File: config.mk
export PLATFORM = sky130hd
export DESIGN_NAME = p2_cmd_driver
export DESIGN_NICKNAME = d
export VERILOG_FILES = /design/src/rtl/p2_pkg.sv /design/src/rtl/p2_watchdog.sv /design/src/rtl/p2_cmd_driver.sv
export SDC_FILE = /design/constraint.sdc
export NUM_CORES = 1
export LEC_CHECK = 0
export CAP_MARGIN = 20
export CORE_MARGIN = 5
export CORE_UTILIZATION = 30
export DETAILED_ROUTE_END_ITERATION = 6
export GPL_TIMING_DRIVEN = 1
export SYNTH_ARGS = -nofsm -noshare
export SYNTH_HDL_FRONTEND = slang
export SYNTH_SLANG_ARGS = --single-unit
File: constraint.sdc
create_clock -name clk -period 3.28 [get_ports clk]
set_clock_uncertainty 0.15 [all_clocks]
set_input_delay 0.984 -clock clk [delete_from_list [all_inputs] [get_ports clk]]
set_output_delay 0.984 -clock clk [all_outputs]
set_load 0.03 [all_outputs]
File: src/rtl/p2_pkg.sv
// -----------------------------------------------------------------------------
// p2_pkg
//
// Shared types for the P2 sequential arithmetic unit and its command driver.
//   op_t    : operation codes understood by P2 (OP_ILL is never forwarded).
//   state_t : command driver FSM states.
// Helper functions classify states so the driver's output decode and the
// watchdog enable read as plain statements of intent.
// -----------------------------------------------------------------------------
package p2_pkg;

  typedef enum logic [1:0] {
    OP_MUL  = 2'b00,
    OP_DIV  = 2'b01,
    OP_SQRT = 2'b10,
    OP_ILL  = 2'b11
  } op_t;

  typedef enum logic [2:0] {
    S_IDLE     = 3'd0,
    S_START    = 3'd1,
    S_WAIT_X   = 3'd2,
    S_LOAD_X   = 3'd3,
    S_WAIT_Y   = 3'd4,
    S_LOAD_Y   = 3'd5,
    S_WAIT_RDY = 3'd6,
    S_RESP     = 3'd7
  } state_t;

  // States in which the driver is waiting on P2 and the watchdog runs.
  function automatic logic is_wait_state(input state_t s);
    return (s == S_WAIT_X) || (s == S_WAIT_Y) || (s == S_WAIT_RDY);
  endfunction

  // States during which p2_op carries the latched operation.
  function automatic logic drives_op(input state_t s);
    return (s == S_START) || (s == S_WAIT_X) || (s == S_LOAD_X) ||
           (s == S_WAIT_Y) || (s == S_LOAD_Y) || (s == S_WAIT_RDY);
  endfunction

endpackage

File: src/rtl/p2_watchdog.sv
// -----------------------------------------------------------------------------
// p2_watchdog
//
// Cycle counter used to bound every wait on P2.
//   clk     : system clock
//   reset   : synchronous, active-high reset (count -> 0)
//   clear   : synchronous clear, wins over enable
//   enable  : count this cycle
//   expired : enable is high and the count has reached LIMIT-1, i.e. this is
//             the LIMIT-th consecutive enabled cycle since the last clear
//
// The counter saturates at LIMIT-1 so it can never wrap back to zero while a
// caller is still holding enable.
// -----------------------------------------------------------------------------
module p2_watchdog #(
  parameter int LIMIT = 1024,
  parameter int CW    = (LIMIT > 1) ? $clog2(LIMIT) : 1
) (
  input  logic clk,
  input  logic reset,
  input  logic clear,
  input  logic enable,
  output logic expired
);

  localparam logic [CW-1:0] LAST = CW'(LIMIT - 1);

  logic [CW-1:0] count;

  always_ff @(posedge clk) begin
    if (reset || clear) begin
      count <= '0;
    end else if (enable && (count != LAST)) begin
      count <= count + 1'b1;
    end
  end

  assign expired = enable && (count == LAST);

endmodule

File: src/rtl/p2_cmd_driver.sv
// -----------------------------------------------------------------------------
// p2_cmd_driver
//
// Command-side initiator for the P2 sequential arithmetic unit. Takes one
// (op, X, Y) request, runs the P2 start / load-X / load-Y handshake, waits
// for P2 to finish and returns result, remainder and sign as a response.
//
// Handshakes (both sides): a transfer happens on a rising edge where valid and
// ready are both high. A producer holding valid keeps its payload stable until
// that edge; ready never depends combinationally on valid.
//
// Ports
//   clk, reset                 : clock, synchronous active-high reset
//   req_valid/req_ready        : request handshake (ready only in IDLE)
//   req_op, req_x, req_y       : operation and operands
//   rsp_valid/rsp_ready        : response handshake
//   rsp_result, rsp_remainder,
//   rsp_sign, rsp_error        : response payload (data zeroed on error)
//   p2_start, p2_load,
//   p2_op, p2_data             : command outputs to P2
//   p2_loadX, p2_loadY,
//   p2_ready                   : status inputs from P2
//   p2_result, p2_remainder,
//   p2_sign                    : P2 outputs, captured when p2_ready is seen
//   dbg_state                  : current FSM state, for observation only
//
// All outputs are registered: they are computed from the next state at the
// same edge that moves the FSM, so each output lines up with its state.
// -----------------------------------------------------------------------------
module p2_cmd_driver
  import p2_pkg::*;
#(
  parameter int WORD_LENGTH    = 16,
  parameter int TIMEOUT_CYCLES = 1024
) (
  input  logic                   clk,
  input  logic                   reset,
  // request
  input  logic                   req_valid,
  output logic                   req_ready,
  input  logic [1:0]             req_op,
  input  logic [WORD_LENGTH-1:0] req_x,
  input  logic [WORD_LENGTH-1:0] req_y,
  // response
  output logic                   rsp_valid,
  input  logic                   rsp_ready,
  output logic [WORD_LENGTH-1:0] rsp_result,
  output logic [WORD_LENGTH-1:0] rsp_remainder,
  output logic                   rsp_sign,
  output logic                   rsp_error,
  // P2 command side
  output logic                   p2_start,
  output logic                   p2_load,
  output logic [1:0]             p2_op,
  output logic [WORD_LENGTH-1:0] p2_data,
  input  logic                   p2_loadX,
  input  logic                   p2_loadY,
  input  logic                   p2_ready,
  input  logic [WORD_LENGTH-1:0] p2_result,
  input  logic [WORD_LENGTH-1:0] p2_remainder,
  input  logic                   p2_sign,
  // observation
  output logic [2:0]             dbg_state
);

  state_t                 state;
  state_t                 next_state;
  op_t                    op_q;
  logic [WORD_LENGTH-1:0] x_q;
  logic [WORD_LENGTH-1:0] y_q;

  logic                   accept;
  logic                   got_result;
  logic                   wd_clear;
  logic                   wd_enable;
  logic                   wd_expired;
  logic [1:0]             op_now;

  assign dbg_state = state;

  // req_ready is a registered copy of (state == S_IDLE).
  assign accept     = req_valid && req_ready;
  assign got_result = (state == S_WAIT_RDY) && p2_ready;

  // On the accept edge the latched op is not written yet, so the op driven
  // into START comes straight from the request.
  assign op_now = accept ? req_op : op_q;

  // ---------------------------------------------------------------------------
  // Watchdog: restarts on every state change and counts only while waiting.
  // ---------------------------------------------------------------------------
  assign wd_clear  = (next_state != state);
  assign wd_enable = is_wait_state(state);

  p2_watchdog #(
    .LIMIT (TIMEOUT_CYCLES)
  ) u_watchdog (
    .clk     (clk),
    .reset   (reset),
    .clear   (wd_clear),
    .enable  (wd_enable),
    .expired (wd_expired)
  );

  // ---------------------------------------------------------------------------
  // Next-state decode. The awaited input always wins over a same-cycle
  // watchdog expiry; P2 status inputs outside their wait state are ignored.
  // ---------------------------------------------------------------------------
  always_comb begin
    next_state = state;
    unique case (state)
      S_IDLE: begin
        if (accept) begin
          next_state = (op_t'(req_op) == OP_ILL) ? S_RESP : S_START;
        end
      end
      S_START: begin
        next_state = S_WAIT_X;
      end
      S_WAIT_X: begin
        if (p2_loadX) begin
          next_state = S_LOAD_X;
        end else if (wd_expired) begin
          next_state = S_RESP;
        end
      end
      S_LOAD_X: begin
        next_state = (op_q == OP_SQRT) ? S_WAIT_RDY : S_WAIT_Y;
      end
      S_WAIT_Y: begin
        if (p2_loadY) begin
          next_state = S_LOAD_Y;
        end else if (wd_expired) begin
          next_state = S_RESP;
        end
      end
      S_LOAD_Y: begin
        next_state = S_WAIT_RDY;
      end
      S_WAIT_RDY: begin
        if (p2_ready || wd_expired) begin
          next_state = S_RESP;
        end
      end
      S_RESP: begin
        if (rsp_ready) begin
          next_state = S_IDLE;
        end
      end
      default: begin
        next_state = S_IDLE;
      end
    endcase
  end

  // ---------------------------------------------------------------------------
  // State, operand latches and registered outputs.
  // ---------------------------------------------------------------------------
  always_ff @(posedge clk) begin
    if (reset) begin
      state         <= S_IDLE;
      op_q          <= OP_MUL;
      x_q           <= '0;
      y_q           <= '0;
      req_ready     <= 1'b1;
      p2_start      <= 1'b0;
      p2_load       <= 1'b0;
      p2_op         <= 2'b00;
      p2_data       <= '0;
      rsp_valid     <= 1'b0;
      rsp_result    <= '0;
      rsp_remainder <= '0;
      rsp_sign      <= 1'b0;
      rsp_error     <= 1'b0;
    end else begin
      state <= next_state;

      if (accept) begin
        op_q <= op_t'(req_op);
        x_q  <= req_x;
        y_q  <= req_y;
      end

      req_ready <= (next_state == S_IDLE);
      p2_start  <= (next_state == S_START);
      p2_load   <= (next_state == S_LOAD_X) || (next_state == S_LOAD_Y);
      p2_op     <= drives_op(next_state) ? op_now : 2'b00;

      // Operands are already latched by the time either wait state is entered.
      unique case (next_state)
        S_WAIT_X, S_LOAD_X: p2_data <= x_q;
        S_WAIT_Y, S_LOAD_Y: p2_data <= y_q;
        default:            p2_data <= '0;
      endcase

      // Response payload is written once on entry to RESP and then held until
      // the handshake; anything but a real P2 completion is an error.
      if ((next_state == S_RESP) && (state != S_RESP)) begin
        rsp_valid <= 1'b1;
        if (got_result) begin
          rsp_result    <= p2_result;
          rsp_remainder <= p2_remainder;
          rsp_sign      <= p2_sign;
          rsp_error     <= 1'b0;
        end else begin
          rsp_result    <= '0;
          rsp_remainder <= '0;
          rsp_sign      <= 1'b0;
          rsp_error     <= 1'b1;
        end
      end else if (next_state == S_IDLE) begin
        rsp_valid     <= 1'b0;
        rsp_result    <= '0;
        rsp_remainder <= '0;
        rsp_sign      <= 1'b0;
        rsp_error     <= 1'b0;
      end
    end
  end

endmodule

==> impl_metrics.ini <==
[setup_path]
critPathArrivalTime_ns = 3.07
r2r-end = rsp_result[14]
crit_path_start_kind = input pin
endpoint_kind = flip-flop
criticalPathCategory = in -> reg
worstPathRequired_ns = 3.37
r2r-start = u_watchdog.count[0]
cp-startpoint = req_valid
r2r_slack_ns = 0.58
cp_max_fo = 33
reg2reg_depth = 8

[finish]
final_util_pct = 45.2
drive_gt1_share_pct = 9.18
layout.nets = 582
layout_common_cells = 131 x clkdlybuf4s50_1, 103 x dfxtp_1, 79 x nand2_1, 36 x a21oi_1, 34 x a32o_1
area_growth_pct = 49.4
antenna_cells = 0
layout.cells.non_filler = 684
layout_commonest_cell = clkdlybuf4s50_1

[clocking]
cts_setup_buffers = 0
htreeDepth = 3
cts_tree = done
clk_latency_ns = 0.35
clock-sinks = 103
numCtsBuffers = 9
clk_path_buf_depth = 2
hold_buffers = 0
clockRootBuffer = clkbuf_16
path_clk_slew_ns = 0.07
cts.repair.resized = 0

[power_and_ir_drop]
vdd_drop_max_mv = 0.407
p_int_mw = 2.72
clkPwrFrac_pct = 27.7
power.leakage_nw = 2.00
power_density_nw_per_um2 = 748
p_sw_mw = 1.49
pwr-share-seq_pct = 36.7
combPwrFrac_pct = 35.7
p_sw_share_pct = 35.4

[sta]
hold_violations = 0
post-route-period-util_pct = 90.8
setup_violations = 0
drv_slew = 0
relSlewSlack_pct = 45.1
worst_pin_slew_ns = 0.820
period_needed_ns = 2.98
grt_setup_unrepaired = no
fmax_mhz = 336
timing.hold.ws_ns = 0.304

[synth]
synth_nets = 453
postSynthAreaPerCell_um2 = 9.98
ys_ff_latch = 103
mappedNetlistArea_um2 = 3770
synth_warnings = 0
synth_edf_count = 0
synth-async-reset-ratio_pct = 0
synth_ff_type = dfxtp_1
ys_seq_area_share_pct = 54.7
ys_types = 51
synthCells = 378

[placement]
portBuffers = 132
place.gp.congestion = 0.766
dp_hpwl_um = 7120
dpl.cell_count = 667

[die]
core_area_um2 = 12500
start_util_pct = 30.3
fp.dieH_um = 122
die_w_um = 122
io_pins = 133
dieArea_um2 = 14900
core.rowCount = 41

[route]
drt_wl_total_um = 10200
vias = 3318
firstDrtPassIters = 6
drtIter0Drc = 154
vias_per_cell = 4.85
drc = 0
wl_per_cell_um = 15.0
ant_nets = 0

[grt]
grt_pass1_wl_um = 16200
grt_overflow_total = 0
grt_start_max_net_pins = 44
grt_pass1_vias = 3317
antenna_found_initial = 0
grtUsageTotal_pct = 13.9

[hold_path]
hold_class = reg -> reg
holdPathEnd = y_q[5]
hold_path_depth = 2
hp-start = y_q[5]

[outcome]
status = complete, no violations

[flow_run]
max_cap_violations = 0
worst max path at each step:
| stage | to | slack [ns] | cells past startpoint |
|---|---|---|---|
| after global routing | u_watchdog.count[1] | 0.19 | 8 |
| after CTS | p2_data[14] | 0.13 | 6 |
| final | rsp_result[14] | 0.30 | 8 |
| after floorplan | rsp_remainder[10] | 0.55 | 6 |
| after detailed placement | p2_data[14] | -0.24 | 6 |
| after global placement | p2_data[11] | -0.18 | 6 |
kinds of logic after synthesis:
family,synth area share (%)
AOI/OAI and AO/OA,22.8
xor gates and xnor gates,2.09
adders and majority gates,0.332
buffers and inverters,3.91
DFF,54.7
muxes,0.564
and+or+nand+nor,15.7
layout make-up:
type                    instances  area, um2
fillers                      1182       6830
inverters                       2       7.51
well taps                     172        215
clock buffers                   9        225
flip-flops and latches        103       2060
clock inverters                 7        101
repair buffers                146       1450
multi-input cells             245       1570
per-stage QoR:
step           power [mW]  worst slack (ns)  TNS (ns)  cell area (um2)
2_1_floorplan        2.49             0.552         0             3770
6_report             4.22             0.302         0             5640
4_1_cts              4.27             0.130         0             5620
3_5_place_dp         3.08            -0.238     -5.17             5300
3_3_place_gp         3.05            -0.183     -3.28             5300
5_1_grt              4.46             0.191         0             5640
sequential cells by signal (all words and copies together), names as in the netlist:
name and count:
op_q 2, p2_start 1, rsp_sign 1, rsp_result 16, dbg_state 3, p2_op 2
rsp_valid 1, p2_load 1, rsp_error 1, x_q 16, req_ready 1, u_watchdog.count 10
y_q 16, p2_data 16, rsp_remainder 16
cell usage after synthesis, types with 3 or more instances:
library cell	count	area [um2]
buf_6	3	33.8
nand4_1	4	25.0
a32o_1	34	340
nand3_1	3	15.0
clkbuf_1	14	52.6
buf_2	9	45.0
nand2_1	79	297
xor2_1	5	43.8
nor2_1	15	56.3
nor4_1	3	18.8
nor3_1	5	25.0
xnor2_1	4	35.0
a22o_1	17	149
a21oi_1	36	180
dfxtp_1	103	2060
layer usage:
metal	GRT usage, %	vias to the layer above	routed length, um
met1	16.5	1548	4390
met4	3.99	0	115
met5	0	-	0
li1	-	1634	-
met3	8.17	7	1180
met2	21.3	129	4560
worst max-delay path, stage by stage:
cell             delay [ns]
clkdlybuf4s50_1        0.49
and4_1                 0.25
o311a_1                0.20
o21ai_2                0.10
buf_4                  0.18
or3_1                  0.40
buf_12                 0.19
a32o_1                 0.27
power groups by stage:
stage | Combinational (mW) | Sequential (mW) | Clock [mW]
2_1_floorplan | 0.820 | 1.67 | 0
3_3_place_gp | 1.48 | 1.57 | 0
3_5_place_dp | 1.51 | 1.57 | 0
4_1_cts | 1.52 | 1.55 | 1.20
5_1_grt | 1.62 | 1.57 | 1.27
6_report | 1.50 | 1.55 | 1.17
(Power assumes the default switching activity.)
